$ cat config.mk
export PLATFORM = sky130hd
export DESIGN_NAME = mem_access_unit
export DESIGN_NICKNAME = d
export VERILOG_FILES = /design/src/rtl/mem_access_unit_pkg.sv /design/src/rtl/mem_access_unit_load_align.sv /design/src/rtl/mem_access_unit.sv
export SDC_FILE = /design/constraint.sdc
export NUM_CORES = 1
export LEC_CHECK = 0
export CAP_MARGIN = 20
export CORE_MARGIN = 5
export CORE_UTILIZATION = 34
export CTS_BUF_LIST = sky130_fd_sc_hd__clkbuf_2 sky130_fd_sc_hd__clkbuf_4 sky130_fd_sc_hd__clkbuf_8
export CTS_CLUSTER_SIZE = 10
export DETAILED_ROUTE_END_ITERATION = 8
export SETUP_SLACK_MARGIN = 0.1
export SLEW_MARGIN = 5
export SYNTH_ARGS = -nofsm -noshare
export SYNTH_HDL_FRONTEND = slang
export SYNTH_SLANG_ARGS = --single-unit
$ cat constraint.sdc
create_clock -name clk -period 2.8 [get_ports clk]
set_clock_uncertainty 0.2 [all_clocks]
set_input_delay 0.42 -clock clk [delete_from_list [all_inputs] [get_ports clk]]
set_output_delay 0.42 -clock clk [all_outputs]
set_load 0.03 [all_outputs]
$ cat src/rtl/mem_access_unit_pkg.sv
`default_nettype none
// ============================================================================
//  Module   : mem_access_unit_pkg
//  Brief    : Shared encodings for the MEM-stage load/store engine
//             (load/store type codes, FSM state codes, word geometry).
//  Revision : 1.0  initial release
// ============================================================================
package mem_access_unit_pkg;

    // Load type encodings; 6 and 7 decode as "no load"
    localparam logic [2:0] LD_NONE = 3'd0;
    localparam logic [2:0] LD_LB   = 3'd1;
    localparam logic [2:0] LD_LH   = 3'd2;
    localparam logic [2:0] LD_LW   = 3'd3;
    localparam logic [2:0] LD_LBU  = 3'd4;
    localparam logic [2:0] LD_LHU  = 3'd5;

    // Store type encodings
    localparam logic [1:0] ST_NONE = 2'd0;
    localparam logic [1:0] ST_SB   = 2'd1;
    localparam logic [1:0] ST_SH   = 2'd2;
    localparam logic [1:0] ST_SW   = 2'd3;

    // Transaction FSM state encoding
    localparam int         STATE_W = 2;
    localparam logic [1:0] S_IDLE  = 2'd0;
    localparam logic [1:0] S_REQ   = 2'd1;
    localparam logic [1:0] S_DONE  = 2'd2;

    // Bytes per data word
    localparam int WORD_BYTES = 4;

    // True for the five real load encodings
    function automatic logic is_load_type(input logic [2:0] t);
        return (t >= LD_LB) && (t <= LD_LHU);
    endfunction

endpackage
`default_nettype wire

$ cat src/rtl/mem_access_unit_load_align.sv
`default_nettype none
// ============================================================================
//  Module   : mem_load_align
//  Brief    : Combinational load-data aligner. Picks the addressed byte or
//             halfword from a raw word and sign/zero-extends it.
//  Revision : 1.0  initial release
// ============================================================================
module mem_load_align
    import mem_access_unit_pkg::*;
#(
    parameter int DATA_WIDTH = 32
) (
    input  logic [DATA_WIDTH-1:0] rdata,
    input  logic [1:0]            byte_off,
    input  logic [2:0]            ld_type,
    output logic [DATA_WIDTH-1:0] aligned
);

    logic [7:0]  w_byte;
    logic [15:0] w_half;

    // Byte lane selection by low address bits
    always_comb begin
        w_byte = rdata[7:0];
        case (byte_off)
            2'd0:    w_byte = rdata[7:0];
            2'd1:    w_byte = rdata[15:8];
            2'd2:    w_byte = rdata[23:16];
            default: w_byte = rdata[31:24];
        endcase
    end

    // Halfword lane selection; aligned halves only, so bit 1 decides
    always_comb begin
        w_half = byte_off[1] ? rdata[31:16] : rdata[15:0];
    end

    // Extension according to the load type; LW and "none" pass through
    always_comb begin
        aligned = rdata;
        case (ld_type)
            LD_LB:   aligned = {{(DATA_WIDTH-8){w_byte[7]}}, w_byte};
            LD_LBU:  aligned = {{(DATA_WIDTH-8){1'b0}}, w_byte};
            LD_LH:   aligned = {{(DATA_WIDTH-16){w_half[15]}}, w_half};
            LD_LHU:  aligned = {{(DATA_WIDTH-16){1'b0}}, w_half};
            default: aligned = rdata;
        endcase
    end

endmodule
`default_nettype wire

$ cat src/rtl/mem_access_unit.sv
`default_nettype none
// ============================================================================
//  Module   : mem_access_unit
//  Brief    : MEM-stage load/store engine. Accepts one op from EX, runs a
//             single-outstanding req/ack access to the D-cache, builds byte
//             enables, aligns load data and stalls the pipe meanwhile.
//  Revision : 1.0  initial release
// ============================================================================
module mem_access_unit
    import mem_access_unit_pkg::*;
#(
    parameter int DATA_WIDTH = 32,
    parameter int ADDR_WIDTH = 32
) (
    input  logic                  clk,
    input  logic                  rst,
    input  logic                  ex_valid,
    input  logic                  ex_ldst_flag,
    input  logic [ADDR_WIDTH-1:0] ex_addr,
    input  logic [DATA_WIDTH-1:0] ex_store_data,
    input  logic [2:0]            ex_ld_type,
    input  logic [1:0]            ex_st_type,
    input  logic                  ex_flush,
    output logic                  dcache_req,
    output logic                  dcache_we,
    output logic [ADDR_WIDTH-1:0] dcache_addr,
    output logic [DATA_WIDTH-1:0] dcache_wdata,
    output logic [WORD_BYTES-1:0] dcache_be,
    input  logic                  dcache_ack,
    input  logic [DATA_WIDTH-1:0] dcache_rdata,
    output logic                  mem_stall,
    output logic [DATA_WIDTH-1:0] mem_rdata,
    output logic                  mem_rdata_valid,
    output logic                  misalign_exc,
    output logic [ADDR_WIDTH-1:0] misalign_addr
);

    logic [STATE_W-1:0]    r_state;
    logic [STATE_W-1:0]    w_state_next;

    logic                  w_is_load;
    logic                  w_is_store;
    logic                  w_accept;
    logic                  w_misalign;
    logic                  w_start;
    logic [WORD_BYTES-1:0] w_be;
    logic [DATA_WIDTH-1:0] w_wdata;
    logic [DATA_WIDTH-1:0] w_align_data;

    logic [ADDR_WIDTH-1:0] r_addr;
    logic [2:0]            r_ld_type;
    logic                  r_is_load;
    logic                  r_we;
    logic [WORD_BYTES-1:0] r_be;
    logic [DATA_WIDTH-1:0] r_wdata;
    logic [DATA_WIDTH-1:0] r_rdata;
    logic                  r_misalign_exc;
    logic [ADDR_WIDTH-1:0] r_misalign_addr;

    // A load wins when both types are set, so the store is dropped
    assign w_is_load  = is_load_type(ex_ld_type);
    assign w_is_store = (ex_st_type != ST_NONE) && !w_is_load;
    assign w_accept   = (r_state == S_IDLE) && ex_valid && ex_ldst_flag &&
                        !ex_flush && (w_is_load || w_is_store);
    assign w_start    = w_accept && !w_misalign;

    // Natural-alignment check on the incoming effective address
    always_comb begin
        w_misalign = 1'b0;
        if (w_is_load) begin
            case (ex_ld_type)
                LD_LH, LD_LHU: w_misalign = ex_addr[0];
                LD_LW:         w_misalign = |ex_addr[1:0];
                default:       w_misalign = 1'b0;
            endcase
        end else begin
            case (ex_st_type)
                ST_SH:   w_misalign = ex_addr[0];
                ST_SW:   w_misalign = |ex_addr[1:0];
                default: w_misalign = 1'b0;
            endcase
        end
    end

    // Store lane steering: replicate data across lanes, enable the addressed ones
    always_comb begin
        w_be    = {WORD_BYTES{1'b1}};
        w_wdata = ex_store_data;
        if (w_is_store) begin
            case (ex_st_type)
                ST_SB: begin
                    w_be    = 4'b0001 << ex_addr[1:0];
                    w_wdata = {(DATA_WIDTH/8){ex_store_data[7:0]}};
                end
                ST_SH: begin
                    w_be    = 4'b0011 << ex_addr[1:0];
                    w_wdata = {(DATA_WIDTH/16){ex_store_data[15:0]}};
                end
                default: begin
                    w_be    = {WORD_BYTES{1'b1}};
                    w_wdata = ex_store_data;
                end
            endcase
        end
    end

    mem_load_align #(
        .DATA_WIDTH (DATA_WIDTH)
    ) u_load_align (
        .rdata    (dcache_rdata),
        .byte_off (r_addr[1:0]),
        .ld_type  (r_ld_type),
        .aligned  (w_align_data)
    );

    // FSM state register
    always_ff @(posedge clk) begin
        if (rst) begin
            r_state <= S_IDLE;
        end else begin
            r_state <= w_state_next;
        end
    end

    // FSM next-state logic; flush is only looked at through w_accept in IDLE
    always_comb begin
        w_state_next = r_state;
        case (r_state)
            S_IDLE:  if (w_start)    w_state_next = S_REQ;
            S_REQ:   if (dcache_ack) w_state_next = S_DONE;
            S_DONE:  w_state_next = S_IDLE;
            default: w_state_next = S_IDLE;
        endcase
    end

    // FSM outputs; the accept cycle stalls combinationally
    always_comb begin
        dcache_req      = (r_state == S_REQ);
        mem_stall       = w_start || (r_state == S_REQ);
        mem_rdata_valid = (r_state == S_DONE) && r_is_load;
    end

    // Captured request fields, load result and misalignment trap
    always_ff @(posedge clk) begin
        if (rst) begin
            r_addr          <= '0;
            r_ld_type       <= LD_NONE;
            r_is_load       <= 1'b0;
            r_we            <= 1'b0;
            r_be            <= '0;
            r_wdata         <= '0;
            r_rdata         <= '0;
            r_misalign_exc  <= 1'b0;
            r_misalign_addr <= '0;
        end else begin
            r_misalign_exc <= w_accept && w_misalign;
            if (w_accept && w_misalign) begin
                r_misalign_addr <= ex_addr;
            end
            if (w_start) begin
                r_addr    <= ex_addr;
                r_ld_type <= ex_ld_type;
                r_is_load <= w_is_load;
                r_we      <= w_is_store;
                r_be      <= w_be;
                r_wdata   <= w_wdata;
            end
            if ((r_state == S_REQ) && dcache_ack && r_is_load) begin
                r_rdata <= w_align_data;
            end
        end
    end

    assign dcache_we     = r_we;
    assign dcache_addr   = {r_addr[ADDR_WIDTH-1:2], 2'b00};
    assign dcache_wdata  = r_wdata;
    assign dcache_be     = r_be;
    assign mem_rdata     = r_rdata;
    assign misalign_exc  = r_misalign_exc;
    assign misalign_addr = r_misalign_addr;

endmodule
`default_nettype wire

# Word-level counts from Yosys, hierarchy flattened
# Index checks and enable logic that the tools add are counted.
[word_totals]
reg_bits = 140
in_bits = 107
out_inout_bits = 137
wordCells = 65
[classes]
magnitude_cmp = 2
eq_ne = 16
shifts = 2
muxes = 13
reduce_logical = 22
[op_table]
columns = ["cell", "n"]
rows = [
  ["32-bit one-hot mux with 4 select lines", 1],
  ["32-bit one-hot mux with 2 select lines", 1],
  ["32-bit 2-to-1 mux", 1],
  ["8-bit one-hot mux with 3 select lines", 1],
  ["16-bit 2-to-1 mux", 1],
  ["1-bit logical AND", 11],
  ["3-bit by 2-bit == test with 1-bit output (second input constant)", 3],
  ["3-bit == test (second input constant)", 3],
  ["2-bit == test (second input constant)", 4],
  ["4-bit one-hot mux with 2 select lines", 1],
  ["2-bit by 1-bit == test with 1-bit output (second input constant)", 3],
  ["2-bit zero test", 2],
  ["2-bit 2-to-1 mux", 2],
  ["4-bit 2-to-1 mux", 1],
  ["1-bit one-hot mux with 2 select lines", 2],
  ["2-bit one-hot mux with 2 select lines", 1],
  ["2-bit OR reduction", 2],
  ["1-bit by 2-bit << shifter with 4-bit output (first input constant)", 1],
  ["2-bit by 2-bit << shifter with 4-bit output (first input constant)", 1],
  ["3-bit by 1-bit == test with 1-bit output (second input constant)", 1],
  ["3-bit by 1-bit >= comparator with 1-bit output (second input constant)", 1],
  ["3-bit <= comparator (second input constant)", 1],
  ["1-bit zero test", 3],
  ["1-bit logical OR", 2],
  ["other kinds (5)", 5],
]

# Depth between registers and ports, before layout
[depth]
word_depth = 9
depth_mapped = 9
ltp_nobuf = 6

# Cells and area by module
# Synthesis repeated with hierarchy kept, for this count alone.
[hier_totals]
cells_unflattened = 845
area_unflattened_um2 = 7325.8
[by_module_without_submodules]
columns = ["mod", "n_inst", "cells_each", "area_each_um2", "seq_area_each_um2"]
rows = [
  ["mem_access_unit", 1, 696, 6173.4, 2802.7],
  ["mem_load_align", 1, 149, 1152.4, 0.0],
]

# Worst setup path after synthesis
# Ideal clock, no wire load.
[synth_timing]
kind = "in2out"
start = "input port ex_st_type[0]"
end = "output port mem_stall"
arrival_ns = 1.983
required_ns = 2.180
path_slack_ns = 0.197
stages = 7
n_path_buf = 1
path_cell_list = "inv_1 > ha_1 > o21a_1 > o32ai_2 > nand3_2 > buf_2 > o21ai_0"
[synth_between]
elab_chain_len = 6
elab_cells_between_ends = 11
classes_between = "eq/ne: 2; mux: 2; reduce/logical: 7"
[synth_lines]
columns = ["item", "line", "rtl"]
rows = [
  ["start: declaration", "mem_access_unit.sv:22", "input logic [1:0] ex_st_type,"],
  ["2-bit == test or 2-bit nonzero test (tied branches)", "mem_access_unit.sv:77, mem_access_unit.sv:62", ""],
  ["1-bit one-hot mux with 2 select lines or 1-bit logical AND (tied branches)", "mem_access_unit.sv:77, mem_access_unit.sv:62", ""],
  ["1-bit 2-to-1 mux or 1-bit logical OR (tied branches)", "mem_access_unit.sv:70, mem_access_unit.sv:64", ""],
  ["1-bit zero test or 1-bit logical AND (tied branches)", "mem_access_unit.sv:65, mem_access_unit.sv:64", ""],
  ["1-bit logical AND *", "mem_access_unit.sv:65", "assign w_start = w_accept && !w_misalign;"],
  ["1-bit logical OR *", "mem_access_unit.sv:139", "mem_stall = w_start || (r_state == S_REQ);"],
  ["end: declaration", "mem_access_unit.sv:31", "output logic mem_stall,"],
]
# Every way passes the cells marked *; elsewhere a longest branch is shown, timed or not.

# Worst setup path in the final report
[layout_timing]
start = "input port ex_addr[0]"
end = "output port mem_stall"
[layout_between]
elab_chain_len = 6
elab_cells_between_ends = 7
classes_between = "mux: 3; reduce/logical: 4"
[layout_lines]
columns = ["item", "line", "rtl"]
rows = [
  ["start: declaration", "mem_access_unit.sv:19", "input logic [ADDR_WIDTH-1:0] ex_addr,"],
  ["2-bit OR reduction", "mem_access_unit.sv:73, mem_access_unit.sv:79", ""],
  ["1-bit one-hot mux with 2 select lines, on equally long branches", "mem_access_unit.sv:77, mem_access_unit.sv:71", ""],
  ["1-bit 2-to-1 mux *", "mem_access_unit.sv:70", "if (w_is_load) begin"],
  ["1-bit zero test *", "mem_access_unit.sv:65", ""],
  ["1-bit logical AND *", "mem_access_unit.sv:65", ""],
  ["1-bit logical OR *", "mem_access_unit.sv:139", ""],
]
# Marked as above.

==> results.tsv <==
stage	metric	value	unit
status	outcome	finished, final reports clean	
clock_tree	clock sinks	140	
detailed_routing	per-cell routed wire length	18.95	um
timing	crit share post-route	92.48	%
floorplanning	Initial Util	34.24	%
cells_and_area	layout cells sized above 1	15.05	%
synthesis	Mapped Cells	741	
pwr	Int Power	3.084	mW
hold_path	Hold Crit Class	reg2reg	
pwr	switching power	1.452	mW
global_route	global-route wire length before repair	36540	um
detailed_routing	drt via density	5.314	
clock_tree	CTS clock-pin slew for the worst setup and hold paths	0.10	ns
placed_design	Final GP Congestion	0.8975	
synthesis	ys flop type	dfxtp_1	
timing	min Tclk post-route	2.589	ns
timing	final setup vio count	0	
placed_design	Post-Place Cell Area	9397	sq um
floorplanning	Die Y	152.3	um
pwr	Sw Ratio	32.00	%
hold_path	Hold Path End	misalign_addr[17]$_SDFFE_PP0P_	
cells_and_area	final core occ	48.78	%
global_route	initial antenna violation count	2	
floorplanning	I/O pin count	244	
global_route	largest net degree at the start of global routing	49	
clock_tree	hold_buf cts	0	
pwr	Design Power	4.536	mW
critical_path	critical path's largest stage delay	0.53	ns
detailed_routing	DRC errors left	0	
synthesis	EDFF count, synth	0	
pwr	Seq pwr share	45.5	%
critical_path	worst r2r src	r_state[1]$_SDFFE_PP0P_	
clock_tree	clock tree from TritonCTS	yes	
critical_path	Arrival @ worst endpoint	1.97	ns
critical_path	flop2flop setup slack	0.72	ns
cells_and_area	Fillers	1944	
floorplanning	die width	152.3	um
critical_path	CP required	2.18	ns
cells_and_area	# nets final	1048	
synthesis	Synth Register Bits	140	
cells_and_area	commonest non-fill, non-tap cell in the layout	clkdlybuf4s50_1	
critical_path	worst-path maximum fanout	6	
cells_and_area	area of the multi-input gates	3438	sq um
cells_and_area	Syn-to-layout area delta	42.48	%
cells_and_area	most frequent cells in the layout	238 x clkdlybuf4s50_1, 140 x dfxtp_1, 101 x nand2_1	
timing	Slew headroom	52.15	%
detailed_routing	initial drt markers	221	
pwr	VDD IR-drop max	266.0	uV
synthesis	part of the Yosys area used for sequential elements	40.72	%
synthesis	Ys Warns	0	
pwr	Clk network pwr share	36.9	%
timing	Tightest Pin Transition	0.6978	ns
pwr	pwr dens	462.6	nW/um^2
placed_design	Detail Placement HPWL	16690	um
floorplanning	core area	20100	sq um
critical_path	Critical Path Start	ex_addr[0]	
detailed_routing	TritonRoute pass-1 iters	4	
timing	RSZ-0062 raised after global routing	false	
hold_path	WHS Path Cells	2	
detailed_routing	Vias	6488	
clock_tree	H-tree Lvls	4	
synthesis	syn_area_per_cell	9.289	sq um
global_route	vias in the first global route	6419	
timing	Max Slew Vio Count	0	
cells_and_area	design area	9807	sq um
critical_path	crit-path cells	clkdlybuf4s50_1, a21oi_1, o21a_2, nand3_2, o21ai_0, buf_4	
critical_path	CP endpoint kind	output pin	
detailed_routing	WL final	23140	um
clock_tree	Skew-Pair Late Insertion Delay	0.45	ns
cells_and_area	FF+latch area	2803	sq um
cells_and_area	Layout Cells excl Fill	1221	
run	Max-Cap Viols	0	
global_route	Total GRT Usage	19.34	%
global_route	grt total ovfl	0	
clock_tree	clk buf depth	2	
floorplanning	Die ar.	23190	sq um
clock_tree	cts bufs inserted	17	
floorplanning	row cnt	52	
pwr	Gate power share	17.6	%
critical_path	delay-heaviest family, CP	buffers and inverters	
critical_path	CP bufs+invs	2	
synthesis	Synth cell types	69	
critical_path	reg2reg path depth	4	
timing	Fin. Hold Viols	0	
timing	setup TNS	0	ns
critical_path	Startpoint Class	primary input	
hold_path	hold path start	misalign_addr[17]$_SDFFE_PP0P_	
synthesis	Async SR Flop Fraction	0	%
timing	fmax	0.3862	GHz
critical_path	CP max stage cell	clkdlybuf4s50_1	
critical_path	Critical R2R Capture	misalign_addr[7]$_SDFFE_PP0P_	
pwr	Leakage Power	3.380	nW
synthesis	Post-Syn Area	6883	sq um
clock_tree	Root Driver	clkbuf_8	
placed_design	placed insts	1187	
detailed_routing	Routed Antenna Nets	0	
critical_path	critical path type	in2out	
placed_design	port bufs	241	
==> cells in the mapped netlist (9+ instances only) <==
| library cell | count | area, sq um |
|---|---|---|
| mux2i_1 | 51 | 510.5 |
| nand4_1 | 11 | 68.82 |
| a21oi_1 | 45 | 225.2 |
| nor4_1 | 33 | 206.5 |
| a31o_2 | 33 | 289.0 |
| clkbuf_1 | 44 | 165.2 |
| buf_4 | 32 | 240.2 |
| o31ai_1 | 11 | 82.58 |
| buf_2 | 11 | 55.05 |
| o22ai_1 | 9 | 56.30 |
| a211oi_1 | 9 | 67.56 |
| a31oi_1 | 21 | 131.4 |
| dfxtp_1 | 140 | 2803 |
| o211ai_1 | 31 | 232.7 |
| o21ai_0 | 25 | 125.1 |
| and2_1 | 10 | 62.56 |
| nand2_1 | 101 | 379.1 |
==> metal layers <==
layer / wire length (um) / GRT usage, % / part of all wire (%)
met5: 13 / 0 / 0.056
met2: 10620 / 30.84 / 46
met4: 590 / 6.592 / 2.5
met3: 1917 / 6.788 / 8.3
met1: 10010 / 24.42 / 43
==> how the worst max path moves through the flow <==
stage	to	slack, ns	cells after the start
6_report	mem_stall	0.21	6
5_1_grt	mem_stall	0.12	8
4_1_cts	mem_stall	0.19	6
3_5_place_dp	dcache_wdata[8]$_SDFFE_PP0P_	-0.04	8
3_3_place_gp	r_addr[2]$_SDFFE_PP0P_	-0.01	8
2_1_floorplan	mem_stall	0.20	7
==> power by group through the flow <==
stage | Clock, mW | Sequential, mW | Combinational [mW]
floorplan | 0 | 2.16 | 0.379
global placement | 0 | 2.11 | 0.796
detailed placement | 0 | 2.11 | 0.796
CTS | 1.73 | 2.07 | 0.802
global route | 1.81 | 2.07 | 0.853
finish | 1.67 | 2.07 | 0.798
==> worst register-to-register path, delay by kind of cell (launching register included) <==
kind	cells	cell delay, ns
simple gates	1	0.63
flops	1	0.40
buf+inv	1	0.28
compound gates	1	0.26
mux	1	0.24
==> state kept, by name, summed over array words and instances, names as in the netlist <==
name,cells
misalign_addr,32
r_state,2
r_addr,32
misalign_exc,1
dcache_be,4
dcache_wdata,32
mem_rdata,32
r_is_load,1
r_ld_type,3
dcache_we,1
==> stage by stage <==
stage / setup slack [ns] / hold slack (ns)
floorplan: 0.1967 / 0.2622
global placement: -0.01393 / 0.2410
detailed placement: -0.03546 / 0.2470
CTS: 0.1887 / 0.2617
global route: 0.1229 / 0.2856
finish: 0.2107 / 0.2584
==> cell families after synthesis <==
family          count (synthesis)  share of synthesized area (%)
xor+xnor                        2                         0.2545
compound gates                228                          23.41
fa+ha+maj                       4                         0.7272
buf+inv                       112                          9.653
mux                            67                          11.34
other cells                     1                        0.05448
simple gates                  187                          13.83
flops                         140                          40.72
==> cell type report <==
cell class,instances,area share [%]
multi-input combinational,490,35.06
sequential,140,28.58
timing repair buffer,281,28.50
tap,270,3.445
clock buffer,17,2.386
clock inverter,15,1.710
inverter,7,0.2934
antenna,1,0.02552
==> repair_timing <==
action | in CTS | in global routing
resized for setup | 3 | 0
setup buffers | 1 | 0
setup endpoints to repair | 1 | 0
No activity file was read; power rests on OpenSTA's default activity.
